**config.mk**
```make
export PLATFORM = sky130hd
export DESIGN_NAME = display_scan_ctrl
export DESIGN_NICKNAME = d
export VERILOG_FILES = /design/src/rtl/display_scan_ctrl.sv
export SDC_FILE = /design/constraint.sdc
export NUM_CORES = 1
export LEC_CHECK = 0
export CAP_MARGIN = 20
export CORE_MARGIN = 2
export CORE_UTILIZATION = 45
export CTS_BUF_LIST = sky130_fd_sc_hd__clkbuf_2 sky130_fd_sc_hd__clkbuf_4 sky130_fd_sc_hd__clkbuf_8
export DETAILED_ROUTE_END_ITERATION = 8
export GPL_TIMING_DRIVEN = 1
export PLACE_DENSITY = 0.79
export SLEW_MARGIN = 20
export SYNTH_ARGS = -nofsm -noshare
export SYNTH_HDL_FRONTEND = slang
export SYNTH_SLANG_ARGS = --single-unit
```
**constraint.sdc**
```tcl
create_clock -name clk -period 3.62 [get_ports clk]
set_input_delay 0.724 -clock clk [delete_from_list [all_inputs] [get_ports clk]]
set_output_delay 0.724 -clock clk [all_outputs]
set_load 0.005 [all_outputs]
```
**src/rtl/display_scan_ctrl.sv**
```systemverilog
`default_nettype none
// ============================================================================
//  Module   : display_scan_ctrl
//  Purpose  : Frame-synchronous value/mode holder and 3-digit 7-segment scanner
//             with debounced octal/hex mode button.
//  Revision : 1.0
// ============================================================================

module display_scan_ctrl #(
    parameter int SCAN_DIV  = 50000,
    parameter int BLANK_CYC = 16,
    parameter int DEB_CYC   = 500000
) (
    input  logic       clk,
    input  logic       rst_n,
    input  logic [7:0] BIN_in,
    input  logic       load,
    input  logic       mode_btn,
    input  logic [2:0] A,
    input  logic [2:0] B,
    input  logic [2:0] C,
    input  logic [2:0] D,
    input  logic [2:0] E,
    input  logic [2:0] F,
    input  logic [2:0] G,
    output logic [7:0] BIN,
    output logic       sel,
    output logic [6:0] SEG,
    output logic [2:0] DIG_N,
    output logic       frame
);

    localparam int c_SLOT_MAX = (SCAN_DIV > BLANK_CYC) ? SCAN_DIV : BLANK_CYC;
    localparam int c_SLOT_W   = (c_SLOT_MAX > 1) ? $clog2(c_SLOT_MAX) : 1;
    localparam int c_DEB_W    = $clog2(DEB_CYC);

    localparam logic [c_SLOT_W-1:0] c_SHOW_LAST  = c_SLOT_W'(SCAN_DIV - 1);
    localparam logic [c_SLOT_W-1:0] c_BLANK_LAST = c_SLOT_W'(BLANK_CYC - 1);
    localparam logic [c_SLOT_W-1:0] c_SLOT_ONE   = c_SLOT_W'(1);
    localparam logic [c_DEB_W-1:0]  c_DEB_LAST   = c_DEB_W'(DEB_CYC - 1);
    localparam logic [c_DEB_W-1:0]  c_DEB_ONE    = c_DEB_W'(1);
    localparam logic [1:0]          c_LAST_DIG   = 2'd2;

    typedef enum logic [0:0] {
        S_BLANK = 1'b0,
        S_SHOW  = 1'b1
    } state_t;

    state_t              r_state;
    state_t              w_state_nxt;
    logic [c_SLOT_W-1:0] r_slot_cnt;
    logic [c_SLOT_W-1:0] w_slot_cnt_nxt;
    logic [1:0]          r_idx;
    logic [1:0]          w_idx_nxt;
    logic                w_boundary;

    logic [7:0]          r_pend;
    logic [7:0]          r_bin;
    logic                r_sel;
    logic                r_toggle_pend;

    logic                r_sync1;
    logic                r_sync2;
    logic                r_btn_stable;
    logic [c_DEB_W-1:0]  r_deb_cnt;
    logic                w_deb_done;
    logic                w_press;

    logic [6:0]          r_seg;
    logic [2:0]          r_dig_n;
    logic [6:0]          w_seg;
    logic [2:0]          w_dig_n;

    // ------------------------------------------------------------------
    // Scan sequencer
    // ------------------------------------------------------------------
    always_ff @(posedge clk) begin
        if (!rst_n) begin
            r_state    <= S_BLANK;
            r_slot_cnt <= '0;
            r_idx      <= 2'd0;
        end else begin
            r_state    <= w_state_nxt;
            r_slot_cnt <= w_slot_cnt_nxt;
            r_idx      <= w_idx_nxt;
        end
    end

    always_comb begin
        w_state_nxt    = r_state;
        w_slot_cnt_nxt = r_slot_cnt + c_SLOT_ONE;
        w_idx_nxt      = r_idx;
        w_boundary     = 1'b0;
        case (r_state)
            S_BLANK: begin
                if (r_slot_cnt == c_BLANK_LAST) begin
                    w_state_nxt    = S_SHOW;
                    w_slot_cnt_nxt = '0;
                end
            end
            S_SHOW: begin
                if (r_slot_cnt == c_SHOW_LAST) begin
                    w_state_nxt    = S_BLANK;
                    w_slot_cnt_nxt = '0;
                    if (r_idx == c_LAST_DIG) begin
                        w_idx_nxt  = 2'd0;
                        w_boundary = 1'b1;
                    end else begin
                        w_idx_nxt  = r_idx + 2'd1;
                    end
                end
            end
            default: begin
                w_state_nxt    = S_BLANK;
                w_slot_cnt_nxt = '0;
                w_idx_nxt      = 2'd0;
            end
        endcase
    end

    // ------------------------------------------------------------------
    // Mode button: two-flop synchroniser followed by level debounce
    // ------------------------------------------------------------------
    assign w_deb_done = (r_sync2 != r_btn_stable) && (r_deb_cnt == c_DEB_LAST);
    assign w_press    = w_deb_done && r_sync2;

    always_ff @(posedge clk) begin
        if (!rst_n) begin
            r_sync1      <= 1'b0;
            r_sync2      <= 1'b0;
            r_btn_stable <= 1'b0;
            r_deb_cnt    <= '0;
        end else begin
            r_sync1 <= mode_btn;
            r_sync2 <= r_sync1;
            if (r_sync2 == r_btn_stable) begin
                r_deb_cnt <= '0;
            end else if (w_deb_done) begin
                r_btn_stable <= r_sync2;
                r_deb_cnt    <= '0;
            end else begin
                r_deb_cnt <= r_deb_cnt + c_DEB_ONE;
            end
        end
    end

    // ------------------------------------------------------------------
    // Value/mode staging; both commit together at the frame boundary so a
    // frame never mixes two values or two modes.
    // ------------------------------------------------------------------
    always_ff @(posedge clk) begin
        if (!rst_n) begin
            r_pend        <= 8'h00;
            r_bin         <= 8'h00;
            r_sel         <= 1'b0;
            r_toggle_pend <= 1'b0;
        end else begin
            if (load) begin
                r_pend <= BIN_in;
            end
            if (w_boundary) begin
                r_bin         <= r_pend;
                r_sel         <= r_sel ^ r_toggle_pend;
                // A press landing on the boundary belongs to the next frame.
                r_toggle_pend <= w_press;
            end else if (w_press) begin
                r_toggle_pend <= ~r_toggle_pend;
            end
        end
    end

    // ------------------------------------------------------------------
    // Digit drive; in hex mode digit 2 keeps its slot but stays dark
    // ------------------------------------------------------------------
    always_comb begin
        w_dig_n = 3'b111;
        w_seg   = 7'b0000000;
        if (r_state == S_SHOW) begin
            case (r_idx)
                2'd0: begin
                    w_dig_n = 3'b110;
                    w_seg   = {G[0], F[0], E[0], D[0], C[0], B[0], A[0]};
                end
                2'd1: begin
                    w_dig_n = 3'b101;
                    w_seg   = {G[1], F[1], E[1], D[1], C[1], B[1], A[1]};
                end
                2'd2: begin
                    if (!r_sel) begin
                        w_dig_n = 3'b011;
                        w_seg   = {G[2], F[2], E[2], D[2], C[2], B[2], A[2]};
                    end
                end
                default: begin
                    w_dig_n = 3'b111;
                    w_seg   = 7'b0000000;
                end
            endcase
        end
    end

    always_ff @(posedge clk) begin
        if (!rst_n) begin
            r_seg   <= 7'b0000000;
            r_dig_n <= 3'b111;
        end else begin
            r_seg   <= w_seg;
            r_dig_n <= w_dig_n;
        end
    end

    assign BIN   = r_bin;
    assign sel   = r_sel;
    assign SEG   = r_seg;
    assign DIG_N = r_dig_n;
    assign frame = w_boundary;

endmodule

`default_nettype wire

```
==> reports/qor.csv <==
stage,metric,value,unit
logic_synthesis,most common flop cell mapped by yosys,dfxtp_1,
cts,Worst-Skew Late Latency,330,ps
setup_path,Worst EP required,2900,ps
logic_synthesis,cell with the most instances after synthesis,dfxtp_1,
logic_synthesis,Synth Instances,339,
floorplan,Core ar.,0.00642,mm²
timing,Least-Margin Pin Slew,1010,ps
routing,DR vias,2637,
layout,design area,0.00376,mm²
routing,Met1 Wirelength,3070,µm
run,maxcap violations,0,
status,outcome,"complete, but fails checks",
worst_hold_path,hold path start,r_sync1$_SDFF_PN0_,
pwr,Static Leak,0.00124,µW
routing,post-DR wirelength/cell,14.3,µm
floorplan,site row count,29,
logic_synthesis,"flops & latches, synth",69,
routing,Post-DRT Antenna Nets,0,
timing,Fin Setup TNS,0,ps
routing,met3 WL,366,µm
logic_synthesis,syn nets,374,
cts,Clock Root Buffer,clkbuf_8,
floorplan,IO Count,53,
logic_synthesis,Yosys warning total,0,
worst_hold_path,hold depth,1,
global_routing,antenna violations before repair,0,
logic_synthesis,post-synth top area share,45.9,%
setup_path,CP Max Fanout,4,
setup_path,Buf/Inv on CP,1,
setup_path,worst setup path class,reg2out,
timing,endpoints failing hold,0,
timing,skew final,3.39,ps
setup_path,most frequent CP cell,nor4_1,
pwr,Peak VDD IR,0.300,mV
pwr,Pwr per Cell Area,386,mW/mm²
cts,clock sink count,69,
cts,Clock Tree Buf Depth,2,
logic_synthesis,async set-reset flop share out of synthesis,0,%
placement,Inst Count DP,454,
layout,fraction of layout cells with a size suffix above 1,6.14,%
timing,RSZ-0062 raised after global routing,false,
placement,Final GP Congestion,0.885,
setup_path,Worst path slowest cell,nor4_1,
setup_path,R2R cell count,6,
routing,TritonRoute pass-1 iters,6,
setup_path,Critical Path AT,2420,ps
routing,highest metal used,met4,
pwr,Reg power frac,53.4,%
floorplan,die area,0.00736,mm²
setup_path,crit path cell chain,nor4_1 > nand3_1 > nor4_1 > clkdlybuf4s50_1,
cts,Num CTS Buffers,9,
global_routing,overall routing resource usage,19.7,%
logic_synthesis,top cell type by total area after synthesis,dfxtp_1,
layout,fin util,58.5,%
placement,Detailed Place HPWL,4740,µm
layout,register area,0.00138,mm²
logic_synthesis,Synth area leaders,"dfxtp_1 46%, nor2_1 5.1%, mux2i_1 5.0%",
pwr,Gate power share,4.9,%
setup_path,Worst R2R Setup Slack,1290,ps
layout,# fillers,574,
layout,area of the multi-input gates,0.00152,mm²
logic_synthesis,Post-synth top cells,"69 x dfxtp_1, 41 x nor2_1, 23 x a21oi_1, 18 x nand4_1",
timing,Final Slew Violations,0,
timing,Achievable Freq,0.318,GHz
setup_path,CP startpoint kind,flip-flop,
pwr,switching pwr,294,µW
placement,placed instance area,0.00357,mm²
logic_synthesis,syn_area_per_cell,8.88,µm²
logic_synthesis,Mapped Area,0.00301,mm²
global_routing,GRT overflow,0,
worst_hold_path,hold path endpoint,r_sync2$_SDFF_PN0_,
cts,hold_buf cts,0,
setup_path,R2R Path Start,r_slot_cnt[12]$_SDFF_PN0_,
routing,Routed WL,6690,µm
layout,Finished Layout Cells,468,
pwr,Int Pwr,1160,µW
setup_path,crit path capture type,primary output,
routing,Via density,5.63,
pwr,Sw Share,20.3,%
setup_path,Crit Reg-Reg Endpoint,r_slot_cnt[4]$_SDFF_PN0_,
logic_synthesis,number of synthesized flops with an enable pin,0,
worst_hold_path,Hold WC Path Type,reg2reg,
routing,DRT iter0 DRCs,186,
cts,post_cts resized,0,
floorplan,Initial Util,46.9,%
status,failing checks,design-rule violations,
layout,# diodes,0,
floorplan,Die Span X,85.8,µm
logic_synthesis,sequential share of the synthesized area,45.9,%
setup_path,Worst path depth,4,
routing,WL met2,3160,µm
logic_synthesis,synth unique cells,45,
cts,"Setup Fix Bufs, Post-CTS",0,
setup_path,"delay-heaviest family, CP",simple AND/OR/NAND/NOR gates,
global_routing,first-pass GRT wire length,11500,µm
setup_path,slowest cell delay on critical path,580,ps
global_routing,largest net degree at the start of global routing,38,
layout,Area Overhead vs Synth,24.8,%
placement,count of buffers from port buffering,52,
cts,Worst-path clk slew,60,ps
global_routing,vias in the first global route,2477,
timing,Final setup viols,0,
timing,Slew headroom,32.2,%
cts,H-tree depth,3,
cts,TritonCTS clock tree,built,
timing,Tmin final,3150,ps
floorplan,Die H,85.8,µm
timing,Tcrit/Tclk final,86.9,%
routing,DRC errors left,3,
layout,fin nets,423,
pwr,clock share of power,41.7,%
-- state kept, by name (all words and copies together) (netlist names) --
register and count:
r_deb_cnt 19, r_slot_cnt 16, BIN 8, r_pend 8, SEG 7, DIG_N 3
r_idx 2, r_btn_stable 1, r_state 1, r_sync1 1, r_sync2 1, r_toggle_pend 1
sel 1
-- power by group through the flow --
stage                     sequential, µW  clock (µW)  combinational, µW
final                                774         605               70.5
after global routing                 775         664               78.0
after CTS                            774         621               70.9
after detailed placement             791           0               70.4
after global placement               791           0               69.0
after floorplan                      790           0               31.9
-- through the flow --
step	setup slack (ps)	power, µW	hold WS [ps]
floorplan	1620	822	412
global placement	892	860	422
detailed placement	893	862	429
CTS	513	1470	440
global route	289	1520	458
finish	473	1450	435
-- area by class of cell --
type,instances,area share [%]
clock buffers,12,4.06
inverters,8,0.799
flip-flops and latches,69,36.8
well taps,77,2.56
clock inverters,2,0.932
multi-input cells,245,40.4
repair buffers,55,14.5
-- cells in the final DEF, fill, tap and decap left out, types with 8 or more instances in the layout --
cell type	netlist	routed
nand3_1	13	13
nor2_1	41	41
xor2_1	8	8
mux2i_1	15	15
a21oi_1	23	23
nand4_1	18	18
clkdlybuf4s50_1	0	52
dfxtp_1	69	69
xnor2_1	15	15
o21ai_0	17	17
nor4_1	9	9
nand2_1	15	15
nor3_1	17	17
clkbuf_8	0	10
-- worst max-delay path by stage --
stage | from | end | slack, ps
after floorplan | r_slot_cnt[0]$_SDFF_PN0_ | frame | 1620
after global placement | r_slot_cnt[12]$_SDFF_PN0_ | frame | 890
after detailed placement | r_slot_cnt[12]$_SDFF_PN0_ | frame | 890
after CTS | r_slot_cnt[12]$_SDFF_PN0_ | frame | 510
after global routing | r_idx[1]$_SDFFE_PN0P_ | frame | 290
final | r_slot_cnt[12]$_SDFF_PN0_ | frame | 470
-- layer usage --
layer / GRT usage [%] / up-vias
met5: 0 / -
met4: 6.64 / 0
met3: 6.74 / 7
met2: 29.9 / 69
met1: 26.2 / 1239
li1: - / 1322
-- logic make-up after synthesis --
family	count (synthesis)	share of synthesized area, %
compound gates	52	10.3
simple gates	152	27.3
mux	16	5.36
fa+ha+maj	2	0.831
buf+inv	25	3.70
xor+xnor	23	6.69
flops	69	45.9
No activity file was read; power rests on OpenSTA's default activity.
